File: src/rtl/conv_sched.sv
// Window scheduler for the 5x5 convolution datapath: row-major window issue, latency-matched valid pipe, credit-gated output FIFO.
// Optional: define CONV_SCHED_STALL_CNT_EN to add the stall_cnt port (RUN cycles blocked by credit).
module conv_sched #(
    parameter int IMG_W      = 32,
    parameter int IMG_H      = 32,
    parameter int K          = 5,
    parameter int PIPE_LAT   = 5,
    parameter int FIFO_DEPTH = 8,
    parameter int OUT_W      = 21
) (
    input  logic                       clk,
    input  logic                       rst,
    input  logic                       start,
    output logic                       busy,
    output logic                       done,
    output logic                       issue,
    output logic [$clog2(IMG_H)-1:0]   win_row,
    output logic [$clog2(IMG_W)-1:0]   win_col,
    input  logic signed [OUT_W-1:0]    sum_in,
    output logic                       out_valid,
    input  logic                       out_ready,
    output logic signed [OUT_W-1:0]    out_data,
    output logic                       out_last
`ifdef CONV_SCHED_STALL_CNT_EN
    ,
    output logic [31:0]                stall_cnt
`endif
);

    localparam int RW   = $clog2(IMG_H);
    localparam int CW   = $clog2(IMG_W);
    localparam int PW   = $clog2(FIFO_DEPTH);
    localparam int CNTW = $clog2(FIFO_DEPTH + 1);
    localparam int IW   = $clog2(PIPE_LAT + 1);
    localparam logic [RW-1:0] ROW_MAX = RW'(IMG_H - K);
    localparam logic [CW-1:0] COL_MAX = CW'(IMG_W - K);

    typedef enum logic [1:0] {IDLE, RUN, DRAIN} state_t;

    state_t              state, state_nxt;
    logic [PIPE_LAT-1:0] vpipe, lpipe;
    logic [IW-1:0]       inflight;
    logic [CNTW-1:0]     fifo_count;
    logic [PW-1:0]       wr_ptr, rd_ptr;
    logic [OUT_W:0]      fifo_mem [FIFO_DEPTH];
    logic                credit_ok, last_win, fifo_wr, fifo_rd;

    always_comb begin
        inflight = '0;
        for (int i = 0; i < PIPE_LAT; i++) begin
            inflight = inflight + IW'(vpipe[i]);
        end
    end

    // Every result still in the tree must already own a FIFO slot, since the tree cannot stall.
    assign credit_ok = (int'(fifo_count) + int'(inflight)) < FIFO_DEPTH;
    assign last_win  = (win_row == ROW_MAX) && (win_col == COL_MAX);
    assign fifo_wr   = vpipe[PIPE_LAT-1];
    assign out_valid = (fifo_count != '0);
    assign fifo_rd   = out_valid && out_ready;
    assign out_data  = out_valid ? fifo_mem[rd_ptr][OUT_W-1:0] : '0;
    assign out_last  = out_valid && fifo_mem[rd_ptr][OUT_W];
    assign busy      = (state != IDLE);

    always_comb begin
        state_nxt = state;
        issue     = 1'b0;
        done      = 1'b0;
        case (state)
            IDLE: begin
                if (start) state_nxt = RUN;
            end
            RUN: begin
                issue = credit_ok;
                if (credit_ok && last_win) state_nxt = DRAIN;
            end
            DRAIN: begin
                if (fifo_rd && out_last && inflight == '0) begin
                    done      = 1'b1;
                    state_nxt = IDLE;
                end
            end
            default: state_nxt = IDLE;
        endcase
    end

    always_ff @(posedge clk or posedge rst) begin
        if (rst) begin
            state   <= IDLE;
            win_row <= '0;
            win_col <= '0;
            vpipe   <= '0;
            lpipe   <= '0;
        end else begin
            state <= state_nxt;
            vpipe <= (vpipe << 1) | PIPE_LAT'(issue);
            lpipe <= (lpipe << 1) | PIPE_LAT'(issue && last_win);
            if (state == IDLE && start) begin
                win_row <= '0;
                win_col <= '0;
            end else if (issue) begin
                if (last_win) begin
                    win_row <= '0;
                    win_col <= '0;
                end else if (win_col == COL_MAX) begin
                    win_col <= '0;
                    win_row <= win_row + 1'b1;
                end else begin
                    win_col <= win_col + 1'b1;
                end
            end
        end
    end

    always_ff @(posedge clk or posedge rst) begin
        if (rst) begin
            wr_ptr     <= '0;
            rd_ptr     <= '0;
            fifo_count <= '0;
        end else begin
            if (fifo_wr) wr_ptr <= wr_ptr + 1'b1;
            if (fifo_rd) rd_ptr <= rd_ptr + 1'b1;
            fifo_count <= fifo_count + CNTW'(fifo_wr) - CNTW'(fifo_rd);
        end
    end

    // Storage needs no reset: pointers and count define which entries are live.
    always_ff @(posedge clk) begin
        if (fifo_wr) fifo_mem[wr_ptr] <= {lpipe[PIPE_LAT-1], sum_in};
    end

    fifo_no_overflow: assert property (@(posedge clk) disable iff (rst)
        !(fifo_wr && !fifo_rd && fifo_count == CNTW'(FIFO_DEPTH)));

`ifdef CONV_SCHED_STALL_CNT_EN
    always_ff @(posedge clk or posedge rst) begin
        if (rst) begin
            stall_cnt <= '0;
        end else if (state == IDLE && start) begin
            stall_cnt <= '0;
        end else if (state == RUN && !issue && stall_cnt != '1) begin
            stall_cnt <= stall_cnt + 1'b1;
        end
    end
`endif

endmodule

File: config.mk
export PLATFORM = sky130hd
export DESIGN_NAME = conv_sched
export DESIGN_NICKNAME = d
export VERILOG_FILES = /design/src/rtl/conv_sched.sv
export SDC_FILE = /design/constraint.sdc
export NUM_CORES = 1
export LEC_CHECK = 0
export BUFFER_PORTS_ARGS = -buffer_cell sky130_fd_sc_hd__buf_4
export CAP_MARGIN = 20
export CORE_AREA = 2 2 96 168
export CTS_CLUSTER_DIAMETER = 30
export DETAILED_ROUTE_END_ITERATION = 10
export DIE_AREA = 0 0 98 170
export PLACE_DENSITY = 0.77
export SYNTH_ARGS = -nofsm -noshare
export SYNTH_HDL_FRONTEND = slang
export SYNTH_SLANG_ARGS = --single-unit
File: constraint.sdc
create_clock -name clk -period 3.32 [get_ports clk]
set_clock_uncertainty 0.1 [all_clocks]
set_input_delay 0.498 -clock clk [delete_from_list [all_inputs] [get_ports clk]]
set_output_delay 0.498 -clock clk [all_outputs]
set_load 0.005 [all_outputs]
==> results.md <==
* Setup slack after placement at 94.8 ps
* WL final at 16000 µm
* Number of slew-limit violations in the final report at 0
* Standard-cell row count at 60
* Sequential fraction of the synthesis area at 73.5%
* Weighted congestion reported at the end of routability-driven placement at 0.795
* Detailed-placement wirelength estimate at 9300 µm
* Dominant combinational cell family by area after synthesis: multiplexers
* Post-synthesis adder-cell area fraction at 2.54%
* Area of the core region at 15200 µm²
* Root buf cell: clkbuf_16
* Nets in the synthesized netlist at 474
* Violations in the final reports: setup timing
* Worst max-slew margin expressed relative to the limit at 36.5%
* Leakage power of the design at 3.68 nW
* Cells traversed along the worst timing path: inv_2, fa_1, fa_2, inv_2, ha_4, ha_4, a211oi_4, nand3_2, inv_2, buf_6
* Clock Sinks at 208
* H-tree level count at 1
* Fraction of post-synthesis cell area in the top cell type by area at 63.8%
* Total placed instance area at 9020 µm²
* FF-to-FF setup slack at 90 ps
* Multiplexer share of the synthesized area at 14.9%
* CP Capture Type: output port
* PnR worst setup slack at -60.1 ps
* Mean post-synth cell area at 19.1 µm²
* Critical Path Start Type: flip-flop
* Die H at 170 µm
* Simple-gate share of the synthesized area at 4.94%
* Most area-hungry cell type in the Yosys netlist: edfxtp_1
* Leading register cell type out of synthesis: edfxtp_1
* Power density normalized to cell area at 946 nW/µm²
* Cell with the most instances on the worst path: inv_2
* Xor/xnor cell area share of the yosys netlist at 0.634%
* Maximum buffer depth of the clock tree at 3
* Maximum number of pins on one net before global-route repair at 46
* Peak Freq at 0.296 GHz
* Worst Max-Slew Pin Slew at 951 ps
* Critical-path maximum fanout at 2
* Die width at 98 µm
* Ports placed on the boundary at 61
* Startpoint of the worst setup timing path: vpipe[1]
* RSZ-0062 raised after global routing: yes
* Worst path bufs/invs at 4
* Synthesis-stage register bit count at 208
* Kind of critical path: reg -> out
* Global routing usage summed across all routing layers at 19.6%
* Finish-stage setup viols at 1
* Count of placed standard cells including taps at 676
* CTS tree: yes
* Startpoint of the lowest-slack register-to-register path: vpipe[1]
* Most frequent cells in the layout: edfxtp_1 (176), buf_4 (82), mux4_2 (44)
* DRC errors left at 0
* Routed vias/inst at 5.75
* Most frequent standard cell in the layout excluding fill and tap cells: edfxtp_1
* Antenna violations before repair at 0
* Setup TNS at -60.1 ps
* Total number of vias at 4201
* Routed wirelength normalized by instance count at 21.9 µm
* Minimum period implied by the final worst setup slack at 3380 ps
* IO Port Bufs at 60
* Grt total ovfl at 0
* Number of inserted filler cells in the final layout at 1015
* Clock latency on the worst-skew pair at 510 ps
* Area added between synthesis and finish at 21.1%
* Data arrival, critical path at 2780 ps
* Number of antenna diodes at 0
* Class of the most critical hold timing path: in -> async
* Nets at 566
* Highest ir drop seen on vdd at 0.000584 V
* Worst flop-to-flop path endpoint: win_col[0]
* Total non-filler cell area in the finished layout at 10000 µm²
* Vias in the first global route at 4627
* Result of the run: finished, violations left
* Gate count after technology mapping at 434
* Synth unique cells at 44
* CTS clock-pin slew for the worst setup and hold paths at 60 ps
* Proportion of layout cells with a drive suffix above 1 at 36.9%
* Cell area after synthesis at 8280 µm²
* Initial standard-cell utilization of the core at 54.4%
* Layout Cells excl Fill at 730
* Slowest library cell on the worst path: fa_1
* DRT antenna net count at 0
* Global-route wire length before repair at 24800 µm
* Maximum single-stage delay on the critical path at 430 ps
* Max Cap Violations at 0
* Worst r2r path cells at 13
* Number of hold violations in the final report at 0
* DRC marker count from the first detailed-route iteration at 209
* Total power of the final layout at 0.00949 W
* Main area contributors after synthesis: edfxtp_1 (64%), mux4_2 (12%), dfrtp_1 (9.7%), mux2i_1 (2.7%), ha_1 (1.8%)
* Dominant delay contributor by cell family on the critical path: adder cells
* Critical path depth in cells at 10
* FFs w/ async S/R, synth at 15.4%
* Endpoint of the worst setup timing path: issue
* Total CTS buffers at 25
* Die area at 16700 µm²
* Period Utilization, post-route at 102%
* Number of enable flip-flop cells after synthesis at 176
* WP data required at 2720 ps
* Detailed Routing Iterations Pass 1 at 6
* Count of yosys warnings during synthesis at 0
* Compound-gate portion of the synthesized area at 1.39%
==> timing repair <==
| action | in CTS | in global routing |
|---|---|---|
| gates resized for setup | 12 | 7 |
| setup buffers | 8 | 2 |
| setup endpoints to repair | 1 | 6 |
| hold buffers | 0 | 0 |
| pin swaps | 4 | 5 |
| cloned | 0 | 0 |
==> synthesized netlist by cell type (2+ instances only) <==
cell type / number
a21oi_1: 9
and2_1: 2
and4b_1: 2
buf_1: 4
buf_2: 6
buf_4: 4
clkbuf_1: 5
dfrtp_1: 32
edfxtp_1: 176
fa_1: 3
ha_1: 12
inv_1: 18
mux2i_1: 22
mux4_2: 44
nand2_1: 14
nand2b_1: 4
nand3_1: 6
nand4_1: 2
nor2_1: 32
nor2b_1: 2
nor3_1: 3
o21ai_0: 4
or3_1: 2
or4b_1: 2
xnor2_1: 3
xor2_1: 3
==> report_power, final <==
group	internal, W	switching (W)
Clock	0.00163	0.00110
Sequential	0.00329	0.000295
Combinational	0.00169	0.00149
==> worst reg2reg max path, cell delays in order, from the launching register on <==
cell,delay [ps]
dfrtp_1,400
inv_2,70
fa_1,430
fa_2,350
inv_2,70
ha_4,200
ha_4,160
a211oi_4,270
nand3_2,150
buf_4,160
buf_4,150
buf_4,150
or3_1,360
a21oi_2,130
==> per-stage QoR <==
stage / util [%] / hold WS, ps
after floorplan: - / 231
final: 65.8 / 118
after detailed placement: 59.2 / 235
after global placement: 59.2 / 232
after CTS: 65.5 / 107
after global routing: 65.8 / 107
==> worst min path at each step <==
stage              start             end  slack [ps]  depth (start not counted)
6_report             rst      win_row[4]         120                          2
3_5_place_dp    lpipe[3]        lpipe[4]         230                          0
2_1_floorplan   lpipe[0]        lpipe[1]         230                          0
3_3_place_gp    lpipe[2]        lpipe[3]         230                          0
5_1_grt        sum_in[5]  fifo_mem[5][5]         110                          1
4_1_cts        sum_in[5]  fifo_mem[5][5]         110                          1
==> per-layer routing <==
layer | part of all wire (%) | GRT usage (%) | vias to the layer above
met2 | 56 | 37.0 | 136
met3 | 5.1 | 3.61 | 31
met4 | 2.5 | 6.88 | 0
met1 | 36 | 21.8 | 2148
met5 | 0 | 0 | -
li1 | - | - | 1886
==> final cells by class <==
type | instances | area (µm²) | area share [%]
multi-input combinational | 187 | 2120 | 21.1
sequential | 208 | 6090 | 60.7
timing repair buffer | 85 | 667 | 6.65
clock inverter | 18 | 200 | 2.00
inverter | 19 | 71.3 | 0.711
tap | 186 | 233 | 2.32
clock buffer | 27 | 654 | 6.52
==> registers in the layout, indices dropped and copies added, names as in the netlist <==
signal,count
fifo_count,4
fifo_mem,176
lpipe,5
rd_ptr,3
state,2
vpipe,5
win_col,5
win_row,5
wr_ptr,3
==> kinds of logic (layout without fill, tap and decap cells) <==
group | count (synthesis) | after routing
adders and majority gates | 15 | 15
buffers and inverters | 39 | 149
xor gates and xnor gates | 6 | 6
and+or+nand+nor | 79 | 79
muxes | 68 | 68
DFF | 208 | 208
AOI/OAI and AO/OA | 19 | 19
Power figures use the tool's default switching activity.
